**src/rtl/pdp8l_xbr_pkg.sv**
```systemverilog
// Shared constants, register map and ARM access FSM states for the xbr arbiter.
package pdp8l_xbr_pkg;

  localparam int unsigned AW = 15;  // word address width (32K words)
  localparam int unsigned DW = 12;  // word data width

  localparam logic [11:0] XbrVersion = 12'h001;
  // 'X' 'B', size code 1, version
  localparam logic [31:0] XbrIdent   = {20'h58421, XbrVersion};

  localparam logic [1:0] RegIdent = 2'd0;
  localparam logic [1:0] RegAddr  = 2'd1;
  localparam logic [1:0] RegWdat  = 2'd2;
  localparam logic [1:0] RegRead  = 2'd3;

  typedef enum logic [1:0] {
    StIdle,
    StPend,
    StIssue,
    StCapt
  } arm_st_e;

  // Status word layout shared by registers 1 and 2.
  function automatic logic [31:0] stat_word(input logic busy, input logic done,
                                            input logic ovr, input logic [28:0] low);
    return {busy, done, ovr, low};
  endfunction

endpackage

```
**src/rtl/pdp8l_xbr_arbiter_if.sv**
```systemverilog
// ARM register port, PDP-side xbr bus and block RAM port of the xbr arbiter.
interface pdp8l_xbr_arbiter_if;
  import pdp8l_xbr_pkg::*;

  logic          armwrite;
  logic [1:0]    armraddr;
  logic [1:0]    armwaddr;
  logic [31:0]   armwdata;
  logic [31:0]   armrdata;

  logic [AW-1:0] xbraddr;
  logic [DW-1:0] xbrwdat;
  logic [DW-1:0] xbrrdat;
  logic          xbrenab;
  logic          xbrwena;

  logic [AW-1:0] ramaddr;
  logic [DW-1:0] ramwdat;
  logic [DW-1:0] ramrdat;
  logic          ramen;
  logic          ramwe;

  // Environment side: ARM core, extended-memory controller and RAM read data.
  modport master (
    output armwrite, armraddr, armwaddr, armwdata, xbraddr, xbrwdat, xbrenab, xbrwena,
           ramrdat,
    input  armrdata, xbrrdat, ramaddr, ramwdat, ramen, ramwe
  );

  // Arbiter side.
  modport slave (
    input  armwrite, armraddr, armwaddr, armwdata, xbraddr, xbrwdat, xbrenab, xbrwena,
           ramrdat,
    output armrdata, xbrrdat, ramaddr, ramwdat, ramen, ramwe
  );

endinterface

```
**src/rtl/pdp8l_xbr_arbiter.sv**
```systemverilog
// PDP/ARM arbiter for the extended-memory block RAM. The PDP xbr port always wins; the
// ARM single-word port only issues in cycles with xbrenab low.
// Optional build macro PDP8L_XBR_AUTOINC_EN: post-increment the ARM address after each
// completed access, suppressible for one access by reg1 wdata[31].
module pdp8l_xbr_arbiter
  import pdp8l_xbr_pkg::*;
(
  input logic                CLOCK,
  input logic                RESET,
  pdp8l_xbr_arbiter_if.slave bus
);

  arm_st_e       state_q, state_d;
  logic [AW-1:0] addr_q, addr_pend_q;
  logic          addr_pend_vld_q;
  logic [DW-1:0] wdat_q, ardat_q;
  logic          op_we_q;
  logic          busy_q, done_q, ovr_q;
  logic [15:0]   pdpcnt_q, armwait_q;
  logic          xbrenab_q;
`ifdef PDP8L_XBR_AUTOINC_EN
  logic          noinc_q, noinc_pend_q;
`endif

  logic wr_addr, wr_start_w, wr_start_r, start, accept, arm_done;

  logic unused_wdata;
  assign unused_wdata = ^bus.armwdata[31:AW];

  assign wr_addr    = bus.armwrite && (bus.armwaddr == RegAddr);
  assign wr_start_w = bus.armwrite && (bus.armwaddr == RegWdat);
  assign wr_start_r = bus.armwrite && (bus.armwaddr == RegRead) && bus.armwdata[0];
  assign start      = wr_start_w || wr_start_r;
  assign accept     = start && !busy_q;

  // A write finishes in its issue cycle; a read finishes in the capture cycle.
  assign arm_done = (state_q == StCapt) ||
                    ((state_q == StIssue) && !bus.xbrenab && op_we_q);

  assign bus.xbrrdat = bus.ramrdat;

  // ARM access FSM state register.
  always_ff @(posedge CLOCK) begin
    if (RESET) begin
      state_q <= StIdle;
    end else begin
      state_q <= state_d;
    end
  end

  // ARM FSM next state; a PDP enable in the issue cycle pushes the access back to PEND.
  always_comb begin
    state_d = state_q;
    unique case (state_q)
      StIdle:  if (accept) state_d = StPend;
      StPend:  if (!bus.xbrenab) state_d = StIssue;
      StIssue: begin
        if (bus.xbrenab) begin
          state_d = StPend;
        end else if (op_we_q) begin
          state_d = StIdle;
        end else begin
          state_d = StCapt;
        end
      end
      StCapt:  state_d = StIdle;
    endcase
  end

  // RAM port mux: PDP first, then an issuing ARM access, otherwise idle.
  always_comb begin
    bus.ramen   = 1'b0;
    bus.ramwe   = 1'b0;
    bus.ramaddr = '0;
    bus.ramwdat = '0;
    if (!RESET) begin
      if (bus.xbrenab) begin
        bus.ramen   = 1'b1;
        bus.ramwe   = bus.xbrwena;
        bus.ramaddr = bus.xbraddr;
        bus.ramwdat = bus.xbrwdat;
      end else if (state_q == StIssue) begin
        bus.ramen   = 1'b1;
        bus.ramwe   = op_we_q;
        bus.ramaddr = addr_q;
        bus.ramwdat = wdat_q;
      end
    end
  end

  // ARM register read mux.
  always_comb begin
    bus.armrdata = '0;
    unique case (bus.armraddr)
      RegIdent: bus.armrdata = XbrIdent;
      RegAddr:  bus.armrdata = stat_word(busy_q, done_q, ovr_q, {{(29-AW){1'b0}}, addr_q});
      RegWdat:  bus.armrdata = stat_word(busy_q, done_q, ovr_q, {{(29-DW){1'b0}}, ardat_q});
      RegRead:  bus.armrdata = {pdpcnt_q, armwait_q};
    endcase
  end

  // Registers, status flags, address update and counters.
  always_ff @(posedge CLOCK) begin
    if (RESET) begin
      addr_q          <= '0;
      addr_pend_q     <= '0;
      addr_pend_vld_q <= 1'b0;
      wdat_q          <= '0;
      ardat_q         <= '0;
      op_we_q         <= 1'b0;
      busy_q          <= 1'b0;
      done_q          <= 1'b0;
      ovr_q           <= 1'b0;
      pdpcnt_q        <= '0;
      armwait_q       <= '0;
      xbrenab_q       <= 1'b0;
`ifdef PDP8L_XBR_AUTOINC_EN
      noinc_q         <= 1'b0;
      noinc_pend_q    <= 1'b0;
`endif
    end else begin
      xbrenab_q <= bus.xbrenab;
      if (bus.xbrenab && !xbrenab_q) begin
        pdpcnt_q <= pdpcnt_q + 16'd1;
      end
      if ((state_q == StPend) && bus.xbrenab && (armwait_q != 16'hFFFF)) begin
        armwait_q <= armwait_q + 16'd1;
      end

      if (accept) begin
        busy_q  <= 1'b1;
        done_q  <= 1'b0;
        op_we_q <= wr_start_w;
        if (wr_start_w) begin
          wdat_q <= bus.armwdata[DW-1:0];
        end
      end else if (start) begin
        ovr_q <= 1'b1;
      end

      // The RAM output still holds the ARM read even if the PDP is enabled now.
      if (state_q == StCapt) begin
        ardat_q <= bus.ramrdat;
      end

      if (arm_done) begin
        busy_q <= 1'b0;
        done_q <= 1'b1;
        if (addr_pend_vld_q) begin
          addr_q          <= addr_pend_q;
          addr_pend_vld_q <= 1'b0;
`ifdef PDP8L_XBR_AUTOINC_EN
          noinc_q         <= noinc_pend_q;
        end else begin
          if (!noinc_q) begin
            addr_q <= addr_q + AW'(1);
          end
          noinc_q <= 1'b0;
`endif
        end
      end

      // An address write during an op is parked until that op completes.
      if (wr_addr) begin
        ovr_q <= 1'b0;
        if (busy_q && !arm_done) begin
          addr_pend_q     <= bus.armwdata[AW-1:0];
          addr_pend_vld_q <= 1'b1;
`ifdef PDP8L_XBR_AUTOINC_EN
          noinc_pend_q    <= bus.armwdata[31];
`endif
        end else begin
          addr_q <= bus.armwdata[AW-1:0];
`ifdef PDP8L_XBR_AUTOINC_EN
          noinc_q <= bus.armwdata[31];
`endif
        end
      end
    end
  end

endmodule

```
**src/flat_wrapper.sv**
```systemverilog
// flat-port wrapper written by rule: the top's interface ports become plain ports
module pdp8l_xbr_arbiter_flat import pdp8l_xbr_pkg::*;
  (CLOCK, RESET, bus_armwrite, bus_armraddr, bus_armwaddr, bus_armwdata, bus_xbraddr, bus_xbrwdat, bus_xbrenab, bus_xbrwena, bus_ramrdat, bus_armrdata, bus_xbrrdat, bus_ramaddr, bus_ramwdat, bus_ramen, bus_ramwe);
  pdp8l_xbr_arbiter_if bus_i ();
  input logic CLOCK;
  input logic RESET;
  input wire logic [$bits(bus_i.armwrite)-1:0] bus_armwrite;
  input wire logic [$bits(bus_i.armraddr)-1:0] bus_armraddr;
  input wire logic [$bits(bus_i.armwaddr)-1:0] bus_armwaddr;
  input wire logic [$bits(bus_i.armwdata)-1:0] bus_armwdata;
  input wire logic [$bits(bus_i.xbraddr)-1:0] bus_xbraddr;
  input wire logic [$bits(bus_i.xbrwdat)-1:0] bus_xbrwdat;
  input wire logic [$bits(bus_i.xbrenab)-1:0] bus_xbrenab;
  input wire logic [$bits(bus_i.xbrwena)-1:0] bus_xbrwena;
  input wire logic [$bits(bus_i.ramrdat)-1:0] bus_ramrdat;
  output wire logic [$bits(bus_i.armrdata)-1:0] bus_armrdata;
  output wire logic [$bits(bus_i.xbrrdat)-1:0] bus_xbrrdat;
  output wire logic [$bits(bus_i.ramaddr)-1:0] bus_ramaddr;
  output wire logic [$bits(bus_i.ramwdat)-1:0] bus_ramwdat;
  output wire logic [$bits(bus_i.ramen)-1:0] bus_ramen;
  output wire logic [$bits(bus_i.ramwe)-1:0] bus_ramwe;
  assign bus_i.armwrite = bus_armwrite;
  assign bus_i.armraddr = bus_armraddr;
  assign bus_i.armwaddr = bus_armwaddr;
  assign bus_i.armwdata = bus_armwdata;
  assign bus_i.xbraddr = bus_xbraddr;
  assign bus_i.xbrwdat = bus_xbrwdat;
  assign bus_i.xbrenab = bus_xbrenab;
  assign bus_i.xbrwena = bus_xbrwena;
  assign bus_i.ramrdat = bus_ramrdat;
  assign bus_armrdata = bus_i.armrdata;
  assign bus_xbrrdat = bus_i.xbrrdat;
  assign bus_ramaddr = bus_i.ramaddr;
  assign bus_ramwdat = bus_i.ramwdat;
  assign bus_ramen = bus_i.ramen;
  assign bus_ramwe = bus_i.ramwe;
  pdp8l_xbr_arbiter u_core (.CLOCK(CLOCK), .RESET(RESET), .bus(bus_i));
endmodule
```
**config.mk**
```make
export PLATFORM = sky130hd
export DESIGN_NAME = pdp8l_xbr_arbiter_flat
export DESIGN_NICKNAME = d
export VERILOG_FILES = /design/src/rtl/pdp8l_xbr_pkg.sv /design/src/rtl/pdp8l_xbr_arbiter_if.sv /design/src/rtl/pdp8l_xbr_arbiter.sv /design/src/flat_wrapper.sv
export SDC_FILE = /design/constraint.sdc
export NUM_CORES = 1
export LEC_CHECK = 0
export BUFFER_PORTS_ARGS = -buffer_cell sky130_fd_sc_hd__buf_2
export CAP_MARGIN = 10
export CORE_MARGIN = 8
export CORE_UTILIZATION = 36
export CTS_BUF_LIST = sky130_fd_sc_hd__clkbuf_4 sky130_fd_sc_hd__clkbuf_8
export DETAILED_ROUTE_END_ITERATION = 10
export MAX_ROUTING_LAYER = met4
export SLEW_MARGIN = 20
export SYNTH_ARGS = -nofsm -noshare
export SYNTH_HDL_FRONTEND = slang
export SYNTH_SLANG_ARGS = --single-unit
```
**constraint.sdc**
```tcl
create_clock -name CLOCK -period 2.2 [get_ports CLOCK]
set_input_delay 0.22 -clock CLOCK [delete_from_list [all_inputs] [get_ports CLOCK]]
set_output_delay 0.22 -clock CLOCK [all_outputs]
set_load 0.02 [all_outputs]
```
==> qor.yml <==
crit_required_ps: 1980
grtUsageTotal: 0.175
holdBufCountCts: 0
post-route-util: 0.443
drt_wl_total_um: 15500
ys.flop_type: "dfxtp_1"
slew_viol_final: 0
min_period_ps: 2080
rows: 42
ios: 153
synth-simple-area-share: 0.197
netlist_area_sq_um: 4880
crit_type: "reg2out"
fin_setup_tns_ps: 0
ant_nets: 0
gp_congestion: 0.833
synth-seq-area-share: 0.386
hpwlAfterDp_um: 11300
yosys_warnings: 0
vias: 4771
finalNetCount: 760
die_width_um: 132
hold_path_end: "u_core.ardat_q[3]$_SDFFE_PP0N_"
setup_viol: 0
syn-instance-count: 577
slew_headroom: 0.516
r2r_setup_slack_ps: 170
first_iter_violations: 386
synthXorXnorAreaFrac: 0.0215
cp.arrival_ps: 1860
via_per_inst: 5.55
io_buffers: 135
grt_first_pass_wirelength_um: 24500
r2r-start: "u_core.armwait_q[0]$_SDFFE_PP0P_"
whs_path_depth: 3
grt_antenna_before_repair: 0
power_mw: 3.37
finClkSkew_ps: 17.4
syn_nets: 659
min_path_type: "in2reg"
synth_fa_ha_area_frac: 0.00513
dr.pass1.iters: 5
muxShareOfSynthArea: 0.0690
cp-end-kind: "output port"
p_per_area_nw_per_um2: 574
cts.root.buffer_cell: "clkbuf_8"
ir_worst_vdd_uv: 257
clk_pin_slew_ps: 100
synth_cell_types: 48
synth_compound_area_frac: 0.255
ctsHtreeMaxLevel: 3
first_global_vias: 4645
fill_cells: 1361
async_reset_ff_frac: 0
clk_path_buf_depth: 2
reg2regPathDepth: 5
diodes: 0
power.leakage_nw: 2.47
dieArea_sq_um: 17500
max_freq_mhz: 481
clock-sinks: 94
multi_input_comb_area_sq_um: 2690
dieHeight_um: 132
r2r_end: "u_core.armwait_q[7]$_SDFFE_PP0P_"
drc_errors: 0
synth_top_family_by_area: "compound AO/OA/AOI/OAI gates"
min_from: "bus_ramrdat[3]"
cts_tree: "yes"
start_kind: "register"
grt_max_degree: 80
area_growth_pct: 20.3
synth_edf_count: 0
ys_ff_latch: 94
cap_violations: 0
numCtsBuffers: 9
drive_above_1_share: 0.287
whs_ps: 72.4
status: "completed"
post-route-period-util: 0.944
max_slew.worst_pin.slew_ps: 726
core-area_sq_um: 13200
overflow: 0
syn_area_per_cell_sq_um: 8.45
initial_core_util: 0.368
cp_max_fo: 10
hold_viol: 0
wire_per_inst_um: 18.0
rsz0062_at_grt: "no"
clk_latency_ps: 390
yosysTopAreaCellShare: 0.386
seq_area_sq_um: 1890
synthTopCellsByArea: "dfxtp_1, a22o_1, a21oi_1"
synth_area_leader_cell: "dfxtp_1"
-- state kept, by name (all words and copies together), names as in the netlist --
| register | flops |
|---|---|
| u_core.state_q | 2 |
| u_core.op_we_q | 1 |
| u_core.xbrenab_q | 1 |
| u_core.done_q | 1 |
| u_core.armwait_q | 16 |
| u_core.addr_pend_vld_q | 1 |
| u_core.wdat_q | 12 |
| u_core.addr_pend_q | 15 |
| u_core.pdpcnt_q | 16 |
| u_core.busy_q | 1 |
| u_core.addr_q | 15 |
| u_core.ovr_q | 1 |
| u_core.ardat_q | 12 |
-- final cells by class --
class / instances / share of cell area
multi-input combinational: 411 / 0.459
sequential: 94 / 0.321
timing repair buffer: 154 / 0.145
tap: 176 / 0.0375
clock buffer: 9 / 0.0211
clock inverter: 7 / 0.0107
inverter: 8 / 0.00512
-- power breakdown --
part	internal [mW]	leakage, nW	switching, mW
sequential	1.74	0.762	0.0439
clock	0.439	0.0984	0.694
combinational	0.172	1.61	0.284
-- repair_timing --
action,4_1_cts,5_1_grt
endpoints found under the setup margin,20,27
gates cloned,0,1
pin swaps,0,1
buffers inserted,0,1
resized for setup,2,12
-- per-stage QoR --
step	worst slack, ps	std cells	area (sq um)
finish	123	859	5870
global route	52.7	859	5870
CTS	41.5	857	5820
detailed placement	174	841	5620
global placement	239	841	5620
floorplan	294	577	4880
-- cells by family (layout without fill, tap and decap cells) --
group	count (synthesis)	count (layout)
flops	94	94
simple gates	183	183
fa+ha+maj	2	2
xor+xnor	12	12
mux	32	32
buf+inv	72	178
compound gates	182	182
-- cells in the final DEF, fill, tap and decap left out, types with 9 or more instances in the layout --
cell | synthesis | final
buf_4 | 12 | 17
a21oi_1 | 64 | 64
and3_1 | 11 | 11
o21ai_0 | 9 | 9
nor2_1 | 25 | 24
nand2_1 | 65 | 65
or4_1 | 9 | 9
mux2i_1 | 19 | 19
a22o_1 | 41 | 41
xor2_1 | 10 | 10
nand3_1 | 10 | 10
nand4_1 | 24 | 24
dfxtp_1 | 94 | 93
clkbuf_8 | 0 | 9
o31ai_1 | 24 | 24
mux2_2 | 13 | 13
a211oi_1 | 30 | 30
buf_2 | 4 | 132
-- worst max-delay path by stage --
stage / from / endpoint / slack, ps / cells after the start
2_1_floorplan: u_core.armwait_q[0]$_SDFFE_PP0P_ / u_core.armwait_q[9]$_SDFFE_PP0P_ / 290 / 6
3_3_place_gp: u_core.armwait_q[0]$_SDFFE_PP0P_ / u_core.armwait_q[9]$_SDFFE_PP0P_ / 240 / 5
3_5_place_dp: u_core.armwait_q[0]$_SDFFE_PP0P_ / u_core.armwait_q[9]$_SDFFE_PP0P_ / 170 / 5
4_1_cts: u_core.state_q[0]$_SDFFE_PP0P_ / bus_ramaddr[4] / 40 / 6
5_1_grt: u_core.state_q[0]$_SDFFE_PP0P_ / bus_ramaddr[4] / 50 / 7
6_report: u_core.state_q[0]$_SDFFE_PP0P_ / bus_ramwdat[4] / 120 / 7
-- worst max-delay path: stages (launching register included) --
cell and delay [ps]:
dfxtp_4 380, buf_4 160, nand2b_4 160, nor3_4 190, buf_6 150, buf_6 140, a22o_1 130, buf_2 160
-- metal layers --
layer	wire length, um	up-vias	global-route usage
met5	0	-	-
met4	308	0	0.0726
met3	673	24	0.0344
met2	7830	107	0.289
met1	6680	2307	0.203
li1	-	2333	-
-- synthesized netlist by cell type (11+ instances only) --
cell,instances
dfxtp_1,94
nand2_1,65
a21oi_1,64
clkbuf_1,42
a22o_1,41
a211oi_1,30
nor2_1,25
nand4_1,24
o31ai_1,24
mux2i_1,19
mux2_2,13
buf_4,12
and3_1,11
(Power assumes the default switching activity.)
